## src/rtl/plic_pkg.sv

```systemverilog
// Shared types and constants for the PLIC interrupt gateway.
package plic_pkg;

    typedef enum logic [1:0] {
        GW_IDLE     = 2'd0,
        GW_PENDING  = 2'd1,
        GW_INFLIGHT = 2'd2
    } gw_state_e;

    localparam int PLIC_NO_IRQ          = 0;
    localparam int PLIC_DEFAULT_NUM_SRC = 8;

endpackage

```

## src/rtl/plic_gateway_cell.sv

```systemverilog
// One interrupt source: 2-flop synchronizer, optional debounce
// (PLIC_GATEWAY_DEBOUNCE_EN), request detector, gateway FSM and edge latch.
module plic_gateway_cell
    import plic_pkg::*;
#(
    parameter bit EDGE_TRIG       = 1'b0,
    parameter int DEBOUNCE_CYCLES = 16
) (
    input  logic clk_i,
    input  logic rst_ni,
    input  logic src_i,
    input  logic claim_hit_i,
    input  logic complete_hit_i,
    output logic ip_o,
    output logic inflight_o
);

    logic      sync1_q, sync2_q;
    logic      filt;
    logic      prev_q;
    logic      rise;
    logic      req;
    logic      latch_q, latch_d;
    logic      consume;
    gw_state_e state_q, state_d;

    always_ff @(posedge clk_i or negedge rst_ni) begin
        if (!rst_ni) begin
            sync1_q <= 1'b0;
            sync2_q <= 1'b0;
        end else begin
            sync1_q <= src_i;
            sync2_q <= sync1_q;
        end
    end

`ifdef PLIC_GATEWAY_DEBOUNCE_EN
    localparam int CNT_W = $clog2(DEBOUNCE_CYCLES + 1);

    logic [CNT_W-1:0] cnt_q;
    logic             filt_q;

    // Output flips on the DEBOUNCE_CYCLES-th consecutive cycle of disagreement.
    always_ff @(posedge clk_i or negedge rst_ni) begin
        if (!rst_ni) begin
            cnt_q  <= '0;
            filt_q <= 1'b0;
        end else if (sync2_q != filt_q) begin
            if (cnt_q == CNT_W'(DEBOUNCE_CYCLES - 1)) begin
                filt_q <= sync2_q;
                cnt_q  <= '0;
            end else begin
                cnt_q <= cnt_q + 1'b1;
            end
        end else begin
            cnt_q <= '0;
        end
    end

    assign filt = filt_q;
`else
    assign filt = sync2_q;
`endif

    always_ff @(posedge clk_i or negedge rst_ni) begin
        if (!rst_ni) begin
            prev_q <= 1'b0;
        end else begin
            prev_q <= filt;
        end
    end

    assign rise = filt & ~prev_q;
    assign req  = EDGE_TRIG ? rise : filt;

    // Edge sources with a latched edge skip IDLE and re-pend on completion.
    assign consume = EDGE_TRIG && (state_q == GW_INFLIGHT) && complete_hit_i && latch_q;

    always_comb begin
        state_d = state_q;
        unique case (state_q)
            GW_IDLE:     if (req) state_d = GW_PENDING;
            GW_PENDING:  if (claim_hit_i) state_d = GW_INFLIGHT;
            GW_INFLIGHT: if (complete_hit_i) state_d = consume ? GW_PENDING : GW_IDLE;
            default:     state_d = GW_IDLE;
        endcase
    end

    always_comb begin
        latch_d = 1'b0;
        if (EDGE_TRIG) begin
            latch_d = (latch_q & ~consume)
                    | (rise & ((state_q == GW_PENDING) || (state_q == GW_INFLIGHT)));
        end
    end

    always_ff @(posedge clk_i or negedge rst_ni) begin
        if (!rst_ni) begin
            state_q <= GW_IDLE;
            latch_q <= 1'b0;
        end else begin
            state_q <= state_d;
            latch_q <= latch_d;
        end
    end

    assign ip_o       = (state_q == GW_PENDING);
    assign inflight_o = (state_q == GW_INFLIGHT);

endmodule

```

## src/rtl/plic_gateway.sv

```systemverilog
// PLIC interrupt gateway top: claim/complete ID decoding over NUM_SRC cells.
// Optional debounce is compiled in with PLIC_GATEWAY_DEBOUNCE_EN.
module plic_gateway
    import plic_pkg::*;
#(
    parameter int                 NUM_SRC         = PLIC_DEFAULT_NUM_SRC,
    parameter logic [NUM_SRC-1:0] EDGE_MASK       = '0,
    parameter int                 DEBOUNCE_CYCLES = 16,
    localparam int                ID_W            = $clog2(NUM_SRC + 1)
) (
    input  logic               CLK100MHZ,
    input  logic               CPU_RESETN,
    input  logic [NUM_SRC-1:0] src_i,
    input  logic               claim_valid_i,
    input  logic [ID_W-1:0]    claim_id_i,
    input  logic               complete_valid_i,
    input  logic [ID_W-1:0]    complete_id_i,
    output logic [NUM_SRC-1:0] ip_o,
    output logic [NUM_SRC-1:0] inflight_o
);

    logic claim_ok;
    logic complete_ok;

    // ID 0 never matches a cell; IDs above NUM_SRC fall through the decode.
    assign claim_ok    = claim_valid_i && (claim_id_i != ID_W'(PLIC_NO_IRQ));
    assign complete_ok = complete_valid_i && (complete_id_i != ID_W'(PLIC_NO_IRQ));

    for (genvar gi = 0; gi < NUM_SRC; gi++) begin : g_cell
        localparam logic [ID_W-1:0] CELL_ID = ID_W'(gi + 1);

        plic_gateway_cell #(
            .EDGE_TRIG       (EDGE_MASK[gi]),
            .DEBOUNCE_CYCLES (DEBOUNCE_CYCLES)
        ) u_cell (
            .clk_i          (CLK100MHZ),
            .rst_ni         (CPU_RESETN),
            .src_i          (src_i[gi]),
            .claim_hit_i    (claim_ok && (claim_id_i == CELL_ID)),
            .complete_hit_i (complete_ok && (complete_id_i == CELL_ID)),
            .ip_o           (ip_o[gi]),
            .inflight_o     (inflight_o[gi])
        );
    end

endmodule

```

## config.mk

```make
export PLATFORM = sky130hd
export DESIGN_NAME = plic_gateway
export DESIGN_NICKNAME = d
export VERILOG_FILES = /design/src/rtl/plic_pkg.sv /design/src/rtl/plic_gateway_cell.sv /design/src/rtl/plic_gateway.sv
export SDC_FILE = /design/constraint.sdc
export NUM_CORES = 1
export LEC_CHECK = 0
export ABC_CLOCK_PERIOD_IN_PS = 800
export CORE_ASPECT_RATIO = 0.8
export CORE_MARGIN = 8
export CORE_UTILIZATION = 40
export DETAILED_ROUTE_END_ITERATION = 8
export GPL_ROUTABILITY_DRIVEN = 1
export PLACE_DENSITY = 0.71
export SYNTH_ARGS = -nofsm -noshare
export SYNTH_HDL_FRONTEND = slang
export SYNTH_SLANG_ARGS = --single-unit
```

## constraint.sdc

```tcl
create_clock -name CLK100MHZ -period 0.8 [get_ports CLK100MHZ]
set_input_delay 0.16 -clock CLK100MHZ [delete_from_list [all_inputs] [get_ports CLK100MHZ]]
set_output_delay 0.16 -clock CLK100MHZ [all_outputs]
set_load 0.01 [all_outputs]
```

Yosys cells after proc, flatten, opt, wreduce, memory -nomap -nowiden
Index checks and enable logic that the tools add are counted.
Storage, ports and cells
  register bits: 32
  bits in latches: 0
  RAM bits: 0
  ROM bits: 0
  output and inout port bits: 16
  logic and storage cells: 148
  memories: 0
Operators by class
  add/subtract/negate cells: 0
  $mul: 0
  div/mod/pow operators: 0
  $lt $le $gt $ge: 0
  equality and inequality tests: 56
  shift-type cells: 0
  mux-type cells: 32
  bitwise logic cells: 0
  reductions and logical operators: 36
Operators by type and width (count)
  2-to-1 mux 2 bit: 24
  inequality test 2 x 1 -> 1 bit, second input constant: 24
  case mux 2 bit (3 select lines): 8
  == test 4 x 3 -> 1 bit, second input constant: 8
  AND reduction 3 bit: 8
  logical AND 1 bit: 18
  == test 2 x 1 -> 1 bit, second input constant: 8
  == test 2 bit, second input constant: 8
  == test 4 x 2 -> 1 bit, second input constant: 4
  zero test 2 bit: 8
  == test 4 x 1 -> 1 bit, second input constant: 2
  == test 4 bit, second input constant: 2
  nonzero test 4 bit: 2

Depth between registers and ports, before layout
  depth in word-level cells: 5
  depth in mapped cells: 4

Modules after synthesis
A second synthesis with hierarchy kept.
Unflattened totals
  cell total of the unflattened synthesis: 116
  area total of the unflattened synthesis: 1386.3 µm²
Modules (own cells, without submodules)
  plic_gateway_cell: instances 8, cells each 11, area each 155.1 µm², seq. area each 100.1 µm²
  plic_gateway: instances 1, cells each 28, area each 145.1 µm², seq. area each 0.0 µm²

Worst setup path after synthesis
OpenSTA, ideal clock, no wires.
  path type: in2reg
  start point: input port complete_id_i[1]
  end point: register g_cell[7].u_cell.state_q[1]
  data arrival time: 786 ps
  required time: 678 ps
  setup slack: -108 ps
  stages on the path: 2
  cell sequence: or4_1 o2bb2ai_1
Between the ends
  word-level cells in the longest chain between the ends: 5
  elaborated cells between the ends (all ways): 6
RTL lines
  from (decl): line plic_gateway.sv:17  | input logic [ID_W-1:0] complete_id_i,
  nonzero test 4 bit: line plic_gateway.sv:27  | assign complete_ok = complete_valid_i && (complete_id_i != ID_W'(PLIC_NO_IRQ));
  logical AND 1 bit: line plic_gateway.sv:27
  logical AND 1 bit (*): line plic_gateway.sv:40  | .complete_hit_i (complete_ok && (complete_id_i == CELL_ID)),
  inequality test 2 x 1 -> 1 bit (no line) (*)
  AND reduction 3 bit (no line) (*)
  to (signal assigned): line plic_gateway_cell.sv:102  | state_q <= state_d;
  to (decl): line plic_gateway_cell.sv:25  | gw_state_e state_q, state_d;
Mark *: on every way between the ends. The rest lies on a longest branch, timed or not.
A chain may end at the register's enable or synchronous reset.

Final worst setup path
  start point: register g_cell[2].u_cell.state_q[0]
  end point: output port inflight_o[2]
Between the ends
  word-level cells in the longest chain between the ends: 1
RTL lines
  from (decl): line plic_gateway_cell.sv:25
  from (signal assigned): line plic_gateway_cell.sv:102
  == test 2 bit: line plic_gateway_cell.sv:108  | assign inflight_o = (state_q == GW_INFLIGHT);
  to (decl): line plic_gateway.sv:19  | output logic [NUM_SRC-1:0] inflight_o
No other way between the ends.

==> flow_summary.ini <==
[floorplan]
die_area_um2 = 5526
start_util = 0.4079
ios = 36
core_um2 = 3328
fp-row-count = 19
die-height_um = 68.11
die_w_um = 81.14

[cells_and_area]
design_area_um2 = 2376
drive_above_1_share = 0.5876
syn_to_final_growth_pct = 75.02
antenna_cells = 0
nets = 213
layout_common_cells = buf_6, dfrtp_1, buf_4
final_common_cell = buf_6

[logic_synthesis]
yosysSeqAreaShare = 0.5899
postSynthAreaPerCell_um2 = 11.41
synthSimpleGateAreaFrac = 0.2055
syn-cell-area_um2 = 1358
synth_top_family_by_area = simple AND/OR/NAND/NOR gates
syn-num-nets = 139
muxShareOfSynthArea = 0
synthDistinctLibCells = 23
synthXorXnorAreaFrac = 0
ys_warn_count = 0
synth_seq_cells = 32
synth_fa_ha_area_frac = 0
postSynthCellCount = 119
synth-compound-area-share = 0.1051

[sta]
fin_crit_sh = 1.526
rsz0062_at_grt = yes
max_freq_mhz = 818.9
hold_viol_final = 0
min_period_ns = 1.221
slew_violations = 0
relSlewSlack = 0.7654
finalSetupViolations = 32
tns_ns = -8.291
finClkSkew_ns = 0.006032
tightest_slew_ns = 0.3509
setup_slack_ns = -0.4211

[job]
cap_viol_max_count = 0

[cts]
path_clk_slew_ns = 0.06
postCtsHoldBufs = 0
cts_sinks = 32
cts_root_buf = clkbuf_8
tritoncts = built
clockBufferDepth = 2
insertion_delay_ns = 0.28
htreeDepth = 2
cts_inserted_buffers = 5

[global_routing]
grt_max_degree = 33
grt_pass1_vias = 1261
antenna_found_initial = 0
grt_pass1_wl_um = 5851
grtUsageTotal = 0.1404
overflow = 0

[place]
postPlaceCellArea_um2 = 1891
gp_congestion = 0.8177
dp_hpwl_um = 2387
portBuffers = 35

[routing]
wl_per_cell_um = 16.71
drtPass1Iterations = 4
num_vias = 1165
route.detailed.drc = 0
ant_nets = 0
vias_per_cell = 4.936
drt-total-wl_um = 3944
drtIter0Drc = 40

[power]
ir_drop_mv = 1.430
leakage_nw = 1.027
p_per_area_nw_per_um2 = 1526

[critical_path]
worstSetupPathType = flip-flop to primary output
required_ns = 0.64
rrSetupSlack_ns = -0.37
worst-path-max-fanout = 2
critPathLaunchType = flip-flop
worst_ep_arrival_time_ns = 1.06
critPathCaptureType = primary output

[status]
status = finished, violations left
violations = setup timing

[hold_path]
hold_path.class = input port to asynchronous set/reset pin
==> flip-flops by register name (all words and copies together) (netlist names) <==
| signal | flops |
|---|---|
| g_cell.u_cell.sync1_q | 8 |
| g_cell.u_cell.state_q | 16 |
| g_cell.u_cell.filt | 8 |
==> cells in the mapped netlist (all sizes together) <==
cell type  count  share of area
a311oi         5          0.041
and2           2         0.0092
and3b          1         0.0065
buf           17          0.097
dfrtp         32           0.59
inv            1         0.0028
nand2          3         0.0083
nand2b         2         0.0092
nand3          5          0.018
nand3b         1         0.0055
nand4          3          0.014
nor2          11          0.030
nor2b         18          0.083
nor3b          1         0.0092
o211a          1         0.0074
o21ai         12          0.044
o2bb2ai        1         0.0065
o31ai          1         0.0055
or3b           1         0.0065
or4            1         0.0055
==> area by class of cell <==
class                      instances  area, µm²
clock buffer                       8      90.09
inverter                           1      3.754
tap                               42      52.55
sequential                        32      803.3
timing repair buffer              84      799.5
fill                             224      952.2
multi-input combinational         69      626.9
==> power by group <==
part           total [mW]  switching [mW]  internal, mW
sequential           1.76          0.0652          1.70
combinational       0.621           0.261         0.360
clock                1.24           0.541         0.700
==> cell families after synthesis <==
kind of cell | Yosys count
AND/OR/NAND/NOR | 49
flip-flops | 32
AO/OA/AOI/OAI | 20
buffers and inverters | 18
==> routing by layer <==
metal / global-route usage / up-vias / routed length [µm]
met5: 0 / - / 0
met4: 0.06000 / 0 / 65
met3: 0.03412 / 8 / 169
met2: 0.2567 / 33 / 2166
met1: 0.1532 / 583 / 1543
li1: - / 541 / -
==> critical path, stage by stage, from the launching register on <==
cell	delay, ns
dfrtp_1	0.40
buf_6	0.13
nor2b_4	0.14
buf_6	0.12
==> metrics by stage <==
| step | hold WS (ns) | instances | total power [mW] | util | setup WS [ns] |
|---|---|---|---|---|---|
| after floorplan | -0.1356 | 119 | 1.959 | - | -0.1077 |
| after global placement | 0.3326 | 209 | 2.239 | 0.5680 | -0.6121 |
| after detailed placement | 0.3347 | 209 | 2.253 | 0.5680 | -0.6823 |
| after CTS | 0.2518 | 230 | 3.574 | 0.6662 | -0.4021 |
| after global routing | 0.2709 | 236 | 3.754 | 0.7139 | -0.4597 |
| final | 0.2498 | 236 | 3.627 | 0.7139 | -0.4211 |
==> worst paths after layout <==
path | from | to | cells after the start
hold reg to reg | g_cell[3].u_cell.sync1_q | g_cell[3].u_cell.filt | 0
min in group CLK100MHZ | complete_id_i[3] | g_cell[0].u_cell.state_q[1] | 4
hold / removal | CPU_RESETN | g_cell[5].u_cell.state_q[0] | 2
max in group asynchronous | CPU_RESETN | g_cell[6].u_cell.state_q[0] | 2
setup / recovery | g_cell[2].u_cell.state_q[0] | inflight_o[2] | 3
setup reg to reg | g_cell[2].u_cell.state_q[0] | g_cell[2].u_cell.state_q[0] | 5
==> timing repair <==
item,in CTS,in global routing
setup buffers,20,15
resized for setup,141,35
endpoints found under the hold margin,0,0
setup endpoints to repair,32,32
pin swaps,17,12
(Power assumes the default switching activity.)
==> patch (same settings) <==
Build with the macro `PLIC_GATEWAY_DEBOUNCE_EN` defined.
--- a/src/rtl/plic_gateway_cell.sv
+++ b/src/rtl/plic_gateway_cell.sv
@@ -1,4 +1,6 @@
 // One interrupt source: 2-flop synchronizer, optional debounce
 // (PLIC_GATEWAY_DEBOUNCE_EN), request detector, gateway FSM and edge latch.
+`define PLIC_GATEWAY_DEBOUNCE_EN
+
 module plic_gateway_cell
     import plic_pkg::*;
Behaviour: not the same (a bounded check fails within 4 cycles, from zero or initial values and one cycle with CPU_RESETN low).
==> patch against the unedited design <==
  * The flow still finishes with violations (negative setup slack)
  * Sequential share of layout area up 1.9 points
  * Combinational power rose to 4.8 times the old value
  * Power rose to 3.0 times the old value
  * Sequential cell count up 48
  * Wire length up 120%
  * Final area up 140%
  * Clock skew up 4.0 ps
  * Hold slack worse by 73 ps
  * Synthesized area up 140%
  * Final cell count up 130%
  * Setup slack worse by 85 ps
  * Critical endpoint is now inflight_o[4]
  * Largest cell class unchanged
==> patch: results (changes against the unedited design) <==
[pwr]
p_sw_w = 0.00287  ; +230%
peakVddDrop_mv = 1.55  ; +8.4%
powerSeq_w = 0.00470  ; +170%
p_leak_nw = 2.62  ; +150%

[global_routing]
grt_max_degree = 35  ; +6.1%
met1_usage_pct = 16.1  ; +0.83 points
gr-usage-met2_pct = 25.6  ; -0.060 points
track_usage_pct = 14.6  ; +0.60 points

[critical_path]
cp-startpoint = g_cell[4].u_cell.state_q[0]
r2r_end = g_cell[4].u_cell.filt
cp-endpoint = inflight_o[4]
critPathArrivalTime_ps = 1150  ; +90 ps

[logic_synthesis]
postSynthCellCount = 282  ; +140%
synth_cell_types = 31  ; +35%
synth.cells.most_frequent = dfrtp_1, nor2_1, xor2_1
yosysSeqAreaShare_pct = 60.3  ; +1.3 points

[outcome]
status = finished, violations left
violations = negative setup slack

[drt]
drt_wl_total_um = 8570  ; +120%

[timing]
finalSetupViolCount = 80  ; +150%
worst_slack_ps = -506  ; -85.3 ps
max_slew_margin_pct = 73.0  ; -3.5 points

[placed_design]
globalplace.congestion = 0.750  ; -8.3%
pre_cts_slack_ps = -696  ; -13.6 ps

[cts]
numCtsBuffers = 9  ; +4

[cells_and_area]
n_fill_cell = 538  ; +140%
largest_register_ffs = 40  ; +24

## patch: changes by cell type after synthesis, moves of 9 or more
cell     delta
dfrtp_1    +48
nor2_1     +24
xor2_1     +24
nand3_1    +15
o21ai_0    +15
and2_1     +11
o21ai_1     -9
## patch: cell families (layout without fill, tap and decap cells)
kind of cell             count (synthesis)  in the layout  synth area share (%)
AO/OA/AOI/OAI                           30             30                  5.88
XOR/XNOR                                24             24                  6.33
adder cells (fa/ha/maj)                  8              8                  3.01
buffers and inverters                   24            168                  4.56
flip-flops                              80             80                  60.3
multiplexers                             8              8                  2.71
AND/OR/NAND/NOR                        108            108                  17.2
## patch: layout make-up
class                           count  area share [%]
Clock inverter                      3            1.16
Timing Repair Buffer              145            24.0
Sequential cell                    80            35.7
Tap cell                          108            2.40
Clock buffer                       13            2.65
Inverter                            7           0.467
Multi-Input combinational cell    178            33.6
## patch: how the worst min path moves through the flow
stage | to | cells past startpoint | slack [ps] | start
2_1_floorplan | g_cell[0].u_cell.cnt_q[0] | 0 | -140 | CPU_RESETN
3_3_place_gp | g_cell[6].u_cell.cnt_q[2] | 1 | 10 | CPU_RESETN
3_5_place_dp | g_cell[6].u_cell.cnt_q[2] | 1 | 9 | CPU_RESETN
4_1_cts | g_cell[6].u_cell.sync2_q | 2 | 160 | CPU_RESETN
5_1_grt | g_cell[6].u_cell.sync2_q | 2 | 170 | CPU_RESETN
6_report | g_cell[6].u_cell.sync2_q | 2 | 180 | CPU_RESETN
## patch: critical path, stage by stage (launching register included)
cell and delay (ps):
dfrtp_1 410, buf_6 130, nor2b_4 130, buf_6 120
## patch: repair_timing
item,in CTS,in global routing
cloned,0,0
setup endpoints to repair,80,80
setup buffers,32,24
pin swaps,40,35
hold buffers,1,0
hold endpoints to repair,80,0
resized for setup,192,61
